===== config.mk =====
export PLATFORM = sky130hd
export DESIGN_NAME = core_sequencer_flat
export DESIGN_NICKNAME = d
export VERILOG_FILES = /design/src/rtl/core_pkg.sv /design/src/rtl/core_sequencer_if.sv /design/src/rtl/fetch_timer.sv /design/src/rtl/core_sequencer.sv /design/src/flat_wrapper.sv
export SDC_FILE = /design/constraint.sdc
export NUM_CORES = 1
export LEC_CHECK = 0
export CAP_MARGIN = 40
export CORE_MARGIN = 4
export CORE_UTILIZATION = 35
export CTS_CLUSTER_SIZE = 20
export DETAILED_ROUTE_END_ITERATION = 10
export GPL_TIMING_DRIVEN = 0
export PLACE_DENSITY_LB_ADDON = 0.25
export SYNTH_ARGS = -nofsm -noshare
export SYNTH_HDL_FRONTEND = slang
export SYNTH_SLANG_ARGS = --single-unit
export TNS_END_PERCENT = 100

===== constraint.sdc =====
create_clock -name clk_i -period 2 [get_ports clk_i]
set_clock_uncertainty 0.1 [all_clocks]
set_input_delay 0.4 -clock clk_i [delete_from_list [all_inputs] [get_ports clk_i]]
set_output_delay 0.4 -clock clk_i [all_outputs]
set_load 0.005 [all_outputs]

===== src/rtl/core_pkg.sv =====
// core_pkg: shared types and constants for the core sequencer.
// Holds the FSM state encoding, the opcode constants decoded by the
// sequencer, the fault cause codes and a small opcode helper.
package core_pkg;

    localparam int unsigned XLEN   = 32;
    localparam int unsigned OPC_W  = 7;
    localparam int unsigned FLT_W  = 2;

    typedef enum logic [2:0] {
        FETCH     = 3'd0,
        DECODE    = 3'd1,
        EXECUTE   = 3'd2,
        WRITEBACK = 3'd3,
        HALT      = 3'd4
    } state_t;

    localparam logic [OPC_W-1:0] OP_R   = 7'b0110011;
    localparam logic [OPC_W-1:0] OP_I   = 7'b0010011;
    localparam logic [OPC_W-1:0] OP_NOP = 7'b0000000;

    localparam logic [FLT_W-1:0] FAULT_NONE    = 2'b00;
    localparam logic [FLT_W-1:0] FAULT_ILLEGAL = 2'b01;
    localparam logic [FLT_W-1:0] FAULT_TIMEOUT = 2'b10;

    // Opcodes that need an ALU cycle before writeback.
    function automatic logic is_alu_op(input logic [OPC_W-1:0] op);
        return (op == OP_R) || (op == OP_I);
    endfunction

endpackage


===== src/rtl/core_sequencer_if.sv =====
// core_sequencer_if: instruction-memory fetch port (req/ack handshake).
//   req  : fetch request, held until acknowledged (sequencer drives)
//   addr : fetch address (sequencer drives)
//   ack  : fetched word valid this cycle (memory drives)
//   data : fetched instruction word (memory drives)
interface core_sequencer_if;
    import core_pkg::*;

    logic            req;
    logic [XLEN-1:0] addr;
    logic            ack;
    logic [XLEN-1:0] data;

    modport master (output req, output addr, input ack, input data);
    modport slave  (input req, input addr, output ack, output data);

endinterface


===== src/rtl/fetch_timer.sv =====
// fetch_timer: counts cycles of an unacknowledged fetch request.
//   clk       : core clock
//   clear     : synchronous clear (reset, ack, or not fetching)
//   count_en  : advance the count this cycle
//   expired_c : count has reached FETCH_TIMEOUT-1 (combinational)
module fetch_timer #(
    parameter int unsigned FETCH_TIMEOUT = 16
) (
    input  logic clk,
    input  logic clear,
    input  logic count_en,
    output logic expired_c
);

    localparam int unsigned CW = (FETCH_TIMEOUT > 1) ? $clog2(FETCH_TIMEOUT) : 1;
    localparam logic [CW-1:0] LAST = CW'(FETCH_TIMEOUT - 1);

    logic [CW-1:0] count;

    // Clear dominates; the sequencer halts on expiry so no wrap handling.
    always_ff @(posedge clk) begin
        if (clear) begin
            count <= '0;
        end else if (count_en) begin
            count <= count + CW'(1);
        end
    end

    assign expired_c = (count == LAST);

endmodule


===== src/rtl/core_sequencer.sv =====
// core_sequencer: multi-cycle control FSM for the single-issue integer core.
// Fetches through a req/ack port into the IR, then steps DECODE, EXECUTE
// and WRITEBACK before advancing the PC.
//   clk_i, rst_i      : clock, synchronous active-high reset
//   imem              : fetch port (req/addr out, ack/data in)
//   inst_o            : IR contents to the decoder
//   dec_regfile_wen_i : decoder write enable for inst_o
//   alu_lat_o         : ALU result latch strobe (EXECUTE)
//   regfile_we_o      : gated register-file write strobe (WRITEBACK)
//   pc_o              : current PC
//   retire_o          : one pulse per completed instruction
//   instret_o         : retired-instruction count
//   halted_o          : FSM is in HALT
//   fault_o           : 00 none, 01 illegal opcode, 10 fetch timeout
module core_sequencer
    import core_pkg::*;
#(
    parameter logic [31:0] RESET_PC      = 32'h0000_0000,
    parameter int unsigned FETCH_TIMEOUT = 16
) (
    input  logic                  clk_i,
    input  logic                  rst_i,
    core_sequencer_if.master      imem,
    output logic [XLEN-1:0]       inst_o,
    input  logic                  dec_regfile_wen_i,
    output logic                  alu_lat_o,
    output logic                  regfile_we_o,
    output logic [XLEN-1:0]       pc_o,
    output logic                  retire_o,
    output logic [XLEN-1:0]       instret_o,
    output logic                  halted_o,
    output logic [FLT_W-1:0]      fault_o
);

    state_t           state;
    logic [OPC_W-1:0] opcode;
    logic             fetching;
    logic             timer_clear;
    logic             timer_en;
    logic             expired;
    logic             wb_we;

    assign opcode    = inst_o[OPC_W-1:0];
    assign imem.addr = pc_o;

    // A fetch is live only once req is up; the post-reset bubble is idle.
    assign fetching    = (state == FETCH) && imem.req;
    assign timer_clear = rst_i || !fetching || imem.ack;
    assign timer_en    = fetching && !imem.ack;

    // Writes to x0 and NOP bubbles never reach the register file.
    assign wb_we = dec_regfile_wen_i && (inst_o[11:7] != 5'd0) && (opcode != OP_NOP);

    fetch_timer #(
        .FETCH_TIMEOUT (FETCH_TIMEOUT)
    ) u_fetch_timer (
        .clk       (clk_i),
        .clear     (timer_clear),
        .count_en  (timer_en),
        .expired_c (expired)
    );

    // Sequencer FSM; every strobe is registered alongside the state change.
    always_ff @(posedge clk_i) begin
        if (rst_i) begin
            state        <= FETCH;
            pc_o         <= RESET_PC;
            inst_o       <= '0;
            instret_o    <= '0;
            fault_o      <= FAULT_NONE;
            imem.req     <= 1'b0;
            alu_lat_o    <= 1'b0;
            regfile_we_o <= 1'b0;
            retire_o     <= 1'b0;
            halted_o     <= 1'b0;
        end else begin
            alu_lat_o    <= 1'b0;
            regfile_we_o <= 1'b0;
            retire_o     <= 1'b0;
            case (state)
                FETCH: begin
                    if (!imem.req) begin
                        imem.req <= 1'b1;
                    end else if (imem.ack) begin
                        // Ack wins over a same-cycle timeout.
                        inst_o   <= imem.data;
                        imem.req <= 1'b0;
                        state    <= DECODE;
                    end else if (expired) begin
                        fault_o  <= FAULT_TIMEOUT;
                        imem.req <= 1'b0;
                        halted_o <= 1'b1;
                        state    <= HALT;
                    end
                end
                DECODE: begin
                    if (is_alu_op(opcode)) begin
                        alu_lat_o <= 1'b1;
                        state     <= EXECUTE;
                    end else if (opcode == OP_NOP) begin
                        retire_o  <= 1'b1;
                        state     <= WRITEBACK;
                    end else begin
                        fault_o   <= FAULT_ILLEGAL;
                        halted_o  <= 1'b1;
                        state     <= HALT;
                    end
                end
                EXECUTE: begin
                    regfile_we_o <= wb_we;
                    retire_o     <= 1'b1;
                    state        <= WRITEBACK;
                end
                WRITEBACK: begin
                    pc_o      <= pc_o + 32'd4;
                    instret_o <= instret_o + 32'd1;
                    imem.req  <= 1'b1;
                    state     <= FETCH;
                end
                HALT: begin
                    halted_o <= 1'b1;
                end
                default: begin
                    imem.req <= 1'b0;
                    halted_o <= 1'b1;
                    state    <= HALT;
                end
            endcase
        end
    end

endmodule


===== src/flat_wrapper.sv =====
// flat-port wrapper written by rule: the top's interface ports become plain ports
module core_sequencer_flat import core_pkg::*;
#(
    parameter logic [31:0] RESET_PC      = 32'h0000_0000,
    parameter int unsigned FETCH_TIMEOUT = 16
)
  (clk_i, rst_i, inst_o, dec_regfile_wen_i, alu_lat_o, regfile_we_o, pc_o, retire_o, instret_o, halted_o, fault_o, imem_req, imem_addr, imem_ack, imem_data);
  core_sequencer_if imem_i ();
  input  logic clk_i;
  input  logic rst_i;
  output logic [XLEN-1:0] inst_o;
  input  logic dec_regfile_wen_i;
  output logic alu_lat_o;
  output logic regfile_we_o;
  output logic [XLEN-1:0] pc_o;
  output logic retire_o;
  output logic [XLEN-1:0] instret_o;
  output logic halted_o;
  output logic [FLT_W-1:0] fault_o;
  output wire logic [$bits(imem_i.req)-1:0] imem_req;
  output wire logic [$bits(imem_i.addr)-1:0] imem_addr;
  input wire logic [$bits(imem_i.ack)-1:0] imem_ack;
  input wire logic [$bits(imem_i.data)-1:0] imem_data;
  assign imem_req = imem_i.req;
  assign imem_addr = imem_i.addr;
  assign imem_i.ack = imem_ack;
  assign imem_i.data = imem_data;
  core_sequencer #(.RESET_PC(RESET_PC), .FETCH_TIMEOUT(FETCH_TIMEOUT)) u_core (.clk_i(clk_i), .rst_i(rst_i), .imem(imem_i), .inst_o(inst_o), .dec_regfile_wen_i(dec_regfile_wen_i), .alu_lat_o(alu_lat_o), .regfile_we_o(regfile_we_o), .pc_o(pc_o), .retire_o(retire_o), .instret_o(instret_o), .halted_o(halted_o), .fault_o(fault_o));
endmodule

Yosys cells after proc, flatten, opt, wreduce, memory -nomap -nowiden
Index checks and enable logic that the tools add are counted.
{"block": "totals", "regBits": 110, "word_cells": 79}
{"block": "classes", "add_sub_neg": 3, "eq_ne": 13, "muxes": 26, "n_bitwise": 4, "n_reduce_logical": 22}
{"cell": "adder 32 x 1 -> 32 bit, second input constant", "n": 1}
{"cell": "adder 32 x 3 -> 32 bit, second input constant", "n": 1}
{"cell": "two-way mux 3 bit", "n": 5}
{"cell": "case mux 3 bit (5 select lines)", "n": 1}
{"cell": "AND reduction 6 bit", "n": 2}
{"cell": "two-way mux 1 bit", "n": 11}
{"cell": "two-way mux 2 bit", "n": 5}
{"cell": "equality test 7 x 5 -> 1 bit, second input constant", "n": 1}
{"cell": "equality test 7 x 6 -> 1 bit, second input constant", "n": 1}
{"cell": "logical NOT 7 bit", "n": 1}
{"cell": "nonzero test 7 bit", "n": 1}
{"cell": "equality test 3 x 2 -> 1 bit, second input constant", "n": 2}
{"cell": "inequality test 2 bit, second input constant", "n": 3}
{"cell": "case mux 1 bit (3 select lines)", "n": 2}
{"cell": "AND reduction 3 bit", "n": 2}
{"cell": "OR reduction 2 bit", "n": 3}
{"cell": "nonzero test 5 bit", "n": 1}
{"cell": "adder 4 x 1 -> 4 bit, second input constant", "n": 1}
{"cell": "equality test 4 bit, second input constant", "n": 1}
{"cell": "logical AND 1 bit", "n": 4}
{"cell": "inequality test 2 x 1 -> 1 bit, second input constant", "n": 2}
{"cell": "NOT 1 bit", "n": 4}
{"cell": "case mux 2 bit (2 select lines)", "n": 1}
{"cell": "equality test 3 x 1 -> 1 bit, second input constant", "n": 1}
{"cell": "other kinds (8)", "n": 11}

Depth between registers and ports, before layout
Gate-level depths: netlist of run 1.
{"block": "logic_depth", "word_depth": 5, "mapped_depth": 7, "mapped_depth_nobuf": 6}

Hierarchy
From an unflattened synthesis of run 1, not the netlist that was laid out.
{"block": "hier_totals", "cells_unflattened": 607, "area_unflattened_um2": 5101.1}
{"module": "core_sequencer", "n_inst": 1, "cells_each": 590, "area_per_inst_um2": 4916.0, "seq_area_each_um2": 2082.0}
{"module": "fetch_timer", "n_inst": 1, "cells_each": 17, "area_per_inst_um2": 185.2, "seq_area_each_um2": 80.1}

Worst setup path before layout of run 1
OpenSTA, ideal clock, no wires.
{"block": "synth_path", "path_type": "register to register", "from": "register u_core.instret_o[8]", "to": "register u_core.instret_o[30]", "setup_time_ns": 0.121, "t_arrival_ns": 1.560, "required_time_ns": 1.779, "setup_slack_ns": 0.219, "stages_incl_launch_ff": 8, "path_buffers": 2, "cell_sequence": "dfxtp_1 -> and4_4 -> and3_1 -> buf_6 -> and3_1 -> buf_6 -> nand4_4 -> mux2_4"}
{"block": "synth_between", "elab_chain_len": 1}
{"element": "from (decl)", "line": "core_sequencer.sv:30", "source": "output logic [XLEN-1:0] instret_o,"}
{"element": "from (signal assigned)", "line": "core_sequencer.sv:116", "source": "instret_o <= instret_o + 32'd1;"}
{"element": "adder 32 x 1 -> 32 bit", "line": "core_sequencer.sv:116"}
Every way passes these cells.
A chain may end at the register's enable or synchronous reset.

Final worst setup path of run 1
{"block": "layout_path", "from": "register u_core.pc_o[12], in the netlist u_core.imem.addr[12]", "to": "output pc_o[12]"}
{"element": "from (decl)", "line": "core_sequencer.sv:28", "source": "output logic [XLEN-1:0] pc_o,"}
{"element": "from (signal assigned)", "line": "core_sequencer.sv:115", "source": "pc_o <= pc_o + 32'd4;"}
{"element": "to (decl)", "line": "flat_wrapper.sv:15", "source": "output logic [XLEN-1:0] pc_o;"}
No word-level cell between the ends.

==> results of run 1 <==
[power breakdown]
part	total, mW	internal, mW	switching (mW)
registers	2.44	2.33	0.115
logic	1.17	0.562	0.606
clock network	1.65	0.903	0.750
[flip-flops by register name, summed over array words and instances (netlist names)]
signal,flops
u_core.inst_o,32
u_core.instret_o,32
u_core.imem.addr,30
u_core.u_fetch_timer.count,4
u_core.state,3
u_core.fault_o,2
u_core.alu_lat_o,1
u_core.halted_o,1
u_core.imem.req,1
u_core.regfile_we_o,1
u_core.retire_o,1
[area by class of cell]
class | count | area share, %
buffer | 61 | 5.560
clock inverter | 2 | 0.1421
multi-input combinational | 393 | 32.55
inverter | 12 | 0.6395
clock buffer | 13 | 3.695
timing repair buffer | 165 | 23.45
tap | 176 | 3.127
sequential | 108 | 30.84
[metrics by stage]
step | area [sq um] | hold WS, ns | setup TNS, ns | instances
2_1_floorplan | 4870 | 0.3176 | 0 | 574
3_3_place_gp | 6741 | 0.3255 | -0.4044 | 915
3_5_place_dp | 6741 | 0.3406 | -1.388 | 915
4_1_cts | 7012 | 0.3510 | 0 | 930
5_1_grt | 7043 | 0.3736 | -0.08517 | 930
6_report | 7043 | 0.3510 | 0 | 930
[kinds of logic (layout without fill, tap and decap cells)]
group | Yosys count | after routing | share of synthesized area (%)
AO/OA/AOI/OAI | 73 | 73 | 8.009
other | 1 | 4 | 0.07719
adder cells (fa/ha/maj) | 3 | 3 | 0.7727
AND/OR/NAND/NOR | 262 | 262 | 28.07
multiplexers | 5 | 5 | 1.339
flip-flops | 108 | 108 | 44.50
XOR/XNOR | 46 | 46 | 8.293
buffers and inverters | 73 | 253 | 8.936
[worst max-delay path, cell delays in order, from the launching register on]
cell and delay [ns]:
sky130_fd_sc_hd__dfxtp_1 0.43, sky130_fd_sc_hd__buf_4 0.14, sky130_fd_sc_hd__clkdlybuf4s50_1 0.49
[path summary, 6_finish.rpt]
path,end,slack [ns],cells past startpoint
worst max-delay path,pc_o[12],0.08,2
worst min-delay path,u_core.halted_o,0.35,2
worst max register to register,u_core.imem.addr[27],0.11,7
worst min register to register,u_core.halted_o,0.35,2
[routing by layer]
layer  vias up  GRT usage, %
met3        10         5.631
met1      2067         19.74
li1       2246             -
met2       129         26.24
met5         -             0
met4         0         5.489
[Yosys cell counts (all sizes together), types with 13 or more instances]
cell,number
clkbuf,14
xnor2,26
nand3,20
nand2,84
nor2,67
dfxtp,108
xor2,20
and4,13
buf,47
nor3,16
nand4,14
and3,13
a21oi,53
==> impl_metrics.yaml, run 1 <==
status:
  outcome: "finished, final reports clean"
synthesis:
  synth_top_flop_cell: "sky130_fd_sc_hd__dfxtp_1"
  syn_avg_cell_area_sq_um: 8.509
  total_number_of_yosys_warnings: 0
  yosysUniqueCellTypes: 45
  synth_edf_count: 0
  synth-async-reset-ratio_pct: 0
  yosys_register_bits: 108
  synth_top_cells_by_area: "sky130_fd_sc_hd__dfxtp_1 45%, sky130_fd_sc_hd__nand2_1 6.5%, sky130_fd_sc_hd__buf_4 5.6%, sky130_fd_sc_hd__a21oi_1 5.5%, sky130_fd_sc_hd__nor2_1 5.2%"
  synth.yosys.seq_area_share_pct: 44.50
  synthDominantAreaCellType: "sky130_fd_sc_hd__dfxtp_1"
  post_synth_instance_area_sq_um: 4858
  post-synth-top-area-fraction_pct: 44.50
  postSynthCellCount: 571
min_path:
  min_path_type: "reg -> reg"
  min-delay-start: "u_core.halted_o"
clock_network:
  ctsResizeCount: 0
  cts.htree.levels: 3
  clock-sinks: 108
  worst_setup_hold_path_clk_slew_ns: 0.07
  cts_root_buf: "sky130_fd_sc_hd__clkbuf_16"
  cts_hold_buffers: 0
  worstSkewPairLatency_ns: 0.35
  cts_post_setup_buffers_inserted: 0
  cts_buffers: 9
  max-clock-path-buffers: 2
  tritoncts: "built"
route:
  drt_iter0_drc: 247
  firstDrtPassIters: 5
  antenna_left: 0
  wirelength_met1_microns: 5772
  highest-signal-layer: "met4"
  via_count: 4452
  detail_route.wirelength_microns: 12980
  detail_route.wl_per_cell_microns: 13.95
  routed-wl-met3_microns: 862
  avgViaCountPerCell: 4.787
  met2_length_microns: 6144
  route.detailed.drc: 0
critical_path:
  critical_path_required_ns: 1.50
  critPathKind: "reg -> out"
  crit_path_max_fanout: 7
  kind_of_end_point_of_the_critical_path: "output port"
  worst_setup_path_start_kind: "flip-flop"
  cp-startpoint: "u_core.imem.addr[12]"
  cp_data_arrival_time_ns: 1.42
  r2r-start: "u_core.state[0]"
grt:
  grt_max_degree: 16
  global_route_wire_length_before_repair_microns: 20900
  grt-ovfl-total: 0
  grt_antenna_before_repair: 0
  number_of_global_route_vias_before_repair: 4316
  grtUsageTotal_pct: 16.04
die:
  effective_utilization_at_floorplan_pct: 36.26
  vertical_die_dimension_microns: 125.8
  die_width_microns: 125.8
  fp-row-count: 42
  i_o_pins: 171
  core_sq_um: 13400
  die_area_sq_um: 15830
finish:
  final_cell_mix: "165 x sky130_fd_sc_hd__clkdlybuf4s50_1, 100 x sky130_fd_sc_hd__dfxtp_1, 84 x sky130_fd_sc_hd__nand2_1"
  layout_commonest_cell: "sky130_fd_sc_hd__clkdlybuf4s50_1"
  finish.utilization_pct: 52.56
  finish.net_count: 789
  area.sequential_sq_um: 2172
  fillCellCount: 1245
  diodes: 0
  area_of_combinational_cells_with_multiple_inputs_sq_um: 2292
  syn_to_final_growth_pct: 44.97
  layout-drive-gt1-share_pct: 12.20
sta:
  number_of_endpoints_with_negative_hold_slack_in_the_final_report: 0
  max_freq_mhz: 520.9
  max_slew.worst_pin.slew_ns: 0.5988
  finalCritPeriodShare_pct: 95.99
  finalWorstPathRequiredPeriod_ns: 1.920
  rsz_0062_raised_after_global_routing: "true"
  report.final.slew_viol_count: 0
  setup_slack_ns: 0.08029
  setup_viol: 0
  slew_headroom_pct: 60.08
placed_design:
  pre_cts_slack_ns: -0.1013
  port-buffer-count: 165
  place.gp.congestion: 0.8122
  dp_hpwl_microns: 9828
power_and_ir_drop:
  ir_drop_mv: 0.5051
  total_power_per_unit_cell_area_nw_per_um2: 747.4
  static-leakage-power_nw: 2.606
  post-layout-total-power_mw: 5.264
job:
  maxCapViolations: 0
Note: power is estimated with default switching activity, not from simulation.
==> run 2: changes to the inputs <==
- CAP_MARGIN: 40 -> not set
- CORE_UTILIZATION: 35 -> 45
==> run 2 against run 1 <==
Effect of this change: core utilization is 14 points higher; clock-buffer cell count is 4 lower; wire length is 4.8% lower; largest cell class unchanged; total power is 6.7% lower.
==> impl_metrics.yaml, run 2 (synthesis gave the netlist of run 1 again) <==
clock_network:
  cts_hold_buffers: 0
  tritoncts: "built"
  cts_buffers: 9
  cts.htree.levels: 3
  cts_root_buf: "sky130_fd_sc_hd__clkbuf_8"
  worst_setup_hold_path_clk_slew_ns: 0.10
  clock-sinks: 108
  max-clock-path-buffers: 2
  worstSkewPairLatency_ns: 0.36
  cts_post_setup_buffers_inserted: 0
grt:
  globalRouteMet3Util_pct: 4.130
  use_met1_pct: 24.13
  grt_most_used_layer: "met2"
  grt-ovfl-total: 0
  grtUsageTotal_pct: 19.63
  grt_antenna_before_repair: 0
  number_of_global_route_vias_before_repair: 4347
  grt_max_degree: 19
  globalRouteMet2Util_pct: 34.33
  global_route_wire_length_before_repair_microns: 20690
finish:
  finish.net_count: 789
  area_of_combinational_cells_with_multiple_inputs_sq_um: 2277
  fillCellCount: 878
  layout-drive-gt1-share_pct: 13.00
  diodes: 0
  final_cell_mix: "165 x sky130_fd_sc_hd__clkdlybuf4s50_1, 94 x sky130_fd_sc_hd__dfxtp_1, 84 x sky130_fd_sc_hd__nand2_1"
  finish.utilization_pct: 66.33
  area.sequential_sq_um: 2180
  stdcell_area_sq_um: 6909
  syn_to_final_growth_pct: 42.21
  layout_commonest_cell: "sky130_fd_sc_hd__clkdlybuf4s50_1"
sta:
  slew_headroom_pct: 62.80
  fin_tns_setup_ns: 0
  finalCritPeriodShare_pct: 97.00
  max_freq_mhz: 515.5
  setup_viol: 0
  max_slew.worst_pin.slew_ns: 0.5580
  report.final.slew_viol_count: 0
  number_of_endpoints_with_negative_hold_slack_in_the_final_report: 0
  setup_slack_ns: 0.06000
  finalWorstPathRequiredPeriod_ns: 1.940
die:
  effective_utilization_at_floorplan_pct: 46.64
  vertical_die_dimension_microns: 111.9
  i_o_pins: 171
  die_width_microns: 111.9
  die_area_sq_um: 12520
  fp-row-count: 37
  core_sq_um: 10420
placed_design:
  dpl_cell_area_sq_um: 6691
  place.gp.congestion: 0.8058
  dp_hpwl_microns: 9608
  port-buffer-count: 165
  pre_cts_slack_ns: -0.07253
route:
  antenna_left: 0
  drt_iter0_drc: 237
  firstDrtPassIters: 4
  avgViaCountPerCell: 5.085
  detail_route.wl_per_cell_microns: 13.88
  via_count: 4526
  route.detailed.drc: 0
  detail_route.wirelength_microns: 12350
status:
  outcome: "finished, final reports clean"
critical_path:
  critical_path_required_ns: 1.50
  kind_of_end_point_of_the_critical_path: "output port"
  worst_setup_path_start_kind: "flip-flop"
  cp_data_arrival_time_ns: 1.44
  cp-startpoint: "u_core.imem.addr[20]"
  r2r-start: "u_core.inst_o[0]"
  critPathKind: "reg -> out"
  crit_path_max_fanout: 7
power_and_ir_drop:
  ir_drop_mv: 0.3945
  post-layout-total-power_mw: 4.909
  static-leakage-power_nw: 2.560
  total_power_per_unit_cell_area_nw_per_um2: 710.6
min_path:
  min_path_type: "reg -> reg"
  min-delay-start: "u_core.u_fetch_timer.count[0]"
job:
  maxCapViolations: 0
run 2: cell count changes in the layout (fill, tap and decap cells not counted), sizes merged:
cell      before  now
bufinv         0    1
clkbuf        27   23
clkinv         2    0
clkinvlp       0    3
inv           12   14
run 2: power breakdown:
group	internal [mW]	switching [mW]	total [mW]
Sequential	2.33	0.115	2.44
Combinational	0.557	0.591	1.15
Clock	0.585	0.735	1.32
run 2: critical path, stage by stage (launching register included):
cell	delay [ns]
sky130_fd_sc_hd__dfxtp_1	0.45
sky130_fd_sc_hd__buf_4	0.15
sky130_fd_sc_hd__clkdlybuf4s50_1	0.49
run 2: through the flow:
stage | std cells | hold WS (ns)
after floorplan | 574 | 0.3176
after global placement | 875 | 0.3281
after detailed placement | 875 | 0.3407
after CTS | 890 | 0.3545
after global routing | 890 | 0.3842
final | 890 | 0.3599
run 2: final timing paths:
| kind | slack, ns | depth (start not counted) | to |
|---|---|---|---|
| worst min register to register | 0.36 | 1 | u_core.u_fetch_timer.count[0] |
| worst max register to register | 0.07 | 5 | u_core.halted_o |
| worst min-delay path | 0.36 | 1 | u_core.u_fetch_timer.count[0] |
| worst max-delay path | 0.06 | 2 | pc_o[20] |
run 2: metal layers:
metal  wire, microns  vias up
met4             210        0
li1                -     2249
met5               0        -
met1            5088     2124
met3             791       19
met2            6260      134
run 2: final cells by class:
class                           instances  area share [%]
Timing Repair Buffer                  165           23.90
Buffer                                 61           5.632
Clock inverter                          6           1.050
Tap cell                              136           2.463
Inverter                               12          0.6519
Multi-Input combinational cell        393           32.96
Clock buffer                            9           1.793
Sequential cell                       108           31.55
run 2: timing repair:
| item | in CTS | in global routing |
|---|---|---|
| pin swaps | 0 | 1 |
| resized for setup | 2 | 14 |
| setup endpoints to repair | 2 | 17 |
==> run 3: changes to the inputs <==
- CORE_UTILIZATION: 45 -> 49
- GPL_TIMING_DRIVEN: 0 -> not set
- PLACE_DENSITY: not set -> 0.86
- PLACE_DENSITY_LB_ADDON: 0.25 -> not set
- clock period: 2 -> 2.4 ns (I/O delays scaled with it)
==> run 3 against run 2 <==
Effect of this change: clock-buffer cell count is 2 higher; non-clock buffer count is 53 lower; die area is 7.6% lower; core utilization is 0.74 points higher; register-to-register slack better by 0.24 ns; wire length is 5.8% lower; clock power is 26% lower; combinational power is 22% lower; final cell count is 6.2% lower; critical endpoint is now u_core.instret_o[30]; largest cell class unchanged.
==> impl_metrics.yaml, run 3 (synthesis gave the netlist of run 1 again) <==
status:
  outcome: "finished, final reports clean"
critical_path:
  worst-r2r-setup-slack_ns: 0.31
  max_stage_delay_ns: 0.45
  kind_of_end_point_of_the_critical_path: "flip-flop"
  worst_setup_path_start_kind: "flip-flop"
  r2r.worst_path.cells: 5
  path_common_cell: "sky130_fd_sc_hd__and3_1"
  critPathKind: "reg -> reg"
  slowest_stage: "sky130_fd_sc_hd__and3_1"
  crit_path_max_fanout: 8
  critical_path.cell_chain: "and4_4 -> and3_1 -> and3_1 -> nand4_4 -> mux2_4"
  cp_data_arrival_time_ns: 2.24
  critical_path_required_ns: 2.55
sta:
  max_freq_mhz: 478.4
  rsz_0062_raised_after_global_routing: "false"
  max_slew.worst_pin.slew_ns: 0.6259
  finalWorstPathRequiredPeriod_ns: 2.090
  slew_headroom_pct: 58.27
  finalCritPeriodShare_pct: 87.10
  number_of_endpoints_with_negative_hold_slack_in_the_final_report: 0
  report.final.slew_viol_count: 0
  setup_viol: 0
  fin_tns_setup_ns: 0
finish:
  stdcell_area_sq_um: 6525
  layout_commonest_cell: "sky130_fd_sc_hd__clkdlybuf4s50_1"
  layout-drive-gt1-share_pct: 6.125
  area.sequential_sq_um: 2162
  diodes: 0
  final_cell_mix: "165 x sky130_fd_sc_hd__clkdlybuf4s50_1, 108 x sky130_fd_sc_hd__dfxtp_1, 84 x sky130_fd_sc_hd__nand2_1"
  syn_to_final_growth_pct: 34.30
  finish.net_count: 736
  area_of_combinational_cells_with_multiple_inputs_sq_um: 2273
  fillCellCount: 801
die:
  vertical_die_dimension_microns: 107.6
  i_o_pins: 171
  core_sq_um: 9729
  effective_utilization_at_floorplan_pct: 49.94
  die_area_sq_um: 11570
  die_width_microns: 107.6
  fp-row-count: 36
route:
  via_count: 4260
  detail_route.wl_per_cell_microns: 13.93
  route.detailed.drc: 0
  avgViaCountPerCell: 5.102
  drt_iter0_drc: 283
  firstDrtPassIters: 4
  detail_route.wirelength_microns: 11630
  antenna_left: 0
clock_network:
  worstSkewPairLatency_ns: 0.36
  cts_post_setup_buffers_inserted: 0
  tritoncts: "built"
  worst_setup_hold_path_clk_slew_ns: 0.10
  max-clock-path-buffers: 2
  cts_hold_buffers: 0
  clock-sinks: 108
  cts_root_buf: "sky130_fd_sc_hd__clkbuf_8"
  ctsResizeCount: 0
  cts.htree.levels: 3
  cts_buffers: 9
grt:
  number_of_global_route_vias_before_repair: 3991
  grt_max_degree: 63
  global_route_wire_length_before_repair_microns: 18750
  grt-ovfl-total: 0
  grtUsageTotal_pct: 19.47
  grt_antenna_before_repair: 0
power_and_ir_drop:
  total_power_per_unit_cell_area_nw_per_um2: 602.3
  ir_drop_mv: 0.3731
  static-leakage-power_nw: 2.326
min_path:
  min_path_type: "reg -> reg"
  hold_depth: 1
placed_design:
  dp_hpwl_microns: 8644
  place.gp.congestion: 0.8113
  dpl_cell_area_sq_um: 6359
  port-buffer-count: 166
job:
  maxCapViolations: 0
## run 3: cell types whose count changed in the layout (fill, tap and decap cells not counted), sizes merged
cell / change
bufinv: -1
clkinv: +2
clkbuf: -12
clkinvlp: -2
buf: -39
## run 3: worst paths after layout
check,startpoint,end
hold / removal,u_core.u_fetch_timer.count[0],u_core.u_fetch_timer.count[0]
hold reg to reg,u_core.u_fetch_timer.count[0],u_core.u_fetch_timer.count[0]
setup reg to reg,u_core.instret_o[8],u_core.instret_o[30]
setup / recovery,u_core.instret_o[8],u_core.instret_o[30]
## run 3: report_power, final
group	switching, mW	internal, mW
clock network	0.591	0.383
logic	0.452	0.448
registers	0.116	1.94
## run 3: stage by stage
step / setup slack [ns] / power (mW) / hold WS, ns / utilization, % / std cells
after floorplan: 0.6189 / 2.577 / 0.3176 / - / 574
after global placement: 0.3748 / 2.965 / 0.3242 / 65.35 / 819
after detailed placement: 0.3120 / 2.999 / 0.3444 / 65.35 / 819
after CTS: 0.2900 / 3.968 / 0.3607 / 67.07 / 835
after global routing: 0.1546 / 4.163 / 0.3733 / 67.07 / 835
final: 0.3096 / 3.930 / 0.3590 / 67.07 / 835
## run 3: cell type report
| cell class | instances | share of cell area [%] |
|---|---|---|
| clock inverters | 5 | 0.5369 |
| flip-flops and latches | 108 | 33.14 |
| inverters | 12 | 0.6903 |
| multi-input cells | 393 | 34.84 |
| repair buffers | 173 | 26.23 |
| well taps | 133 | 2.550 |
| clock buffers | 11 | 2.013 |
## run 3: worst max-delay path, delay by kind of cell (launching register included)
| family | cells | cell delay (ns) |
|---|---|---|
| multiplexers | 1 | 0.31 |
| flip-flops | 1 | 0.43 |
| AND/OR/NAND/NOR | 4 | 1.15 |
## run 3: per-layer routing
metal | track usage, % | wire length (microns) | up-vias
met2 | 34.19 | 5775 | 115
met3 | 4.439 | 763 | 16
li1 | - | - | 2140
met1 | 23.63 | 4899 | 1989
met5 | 0 | 0 | -
met4 | 5.951 | 193 | 0
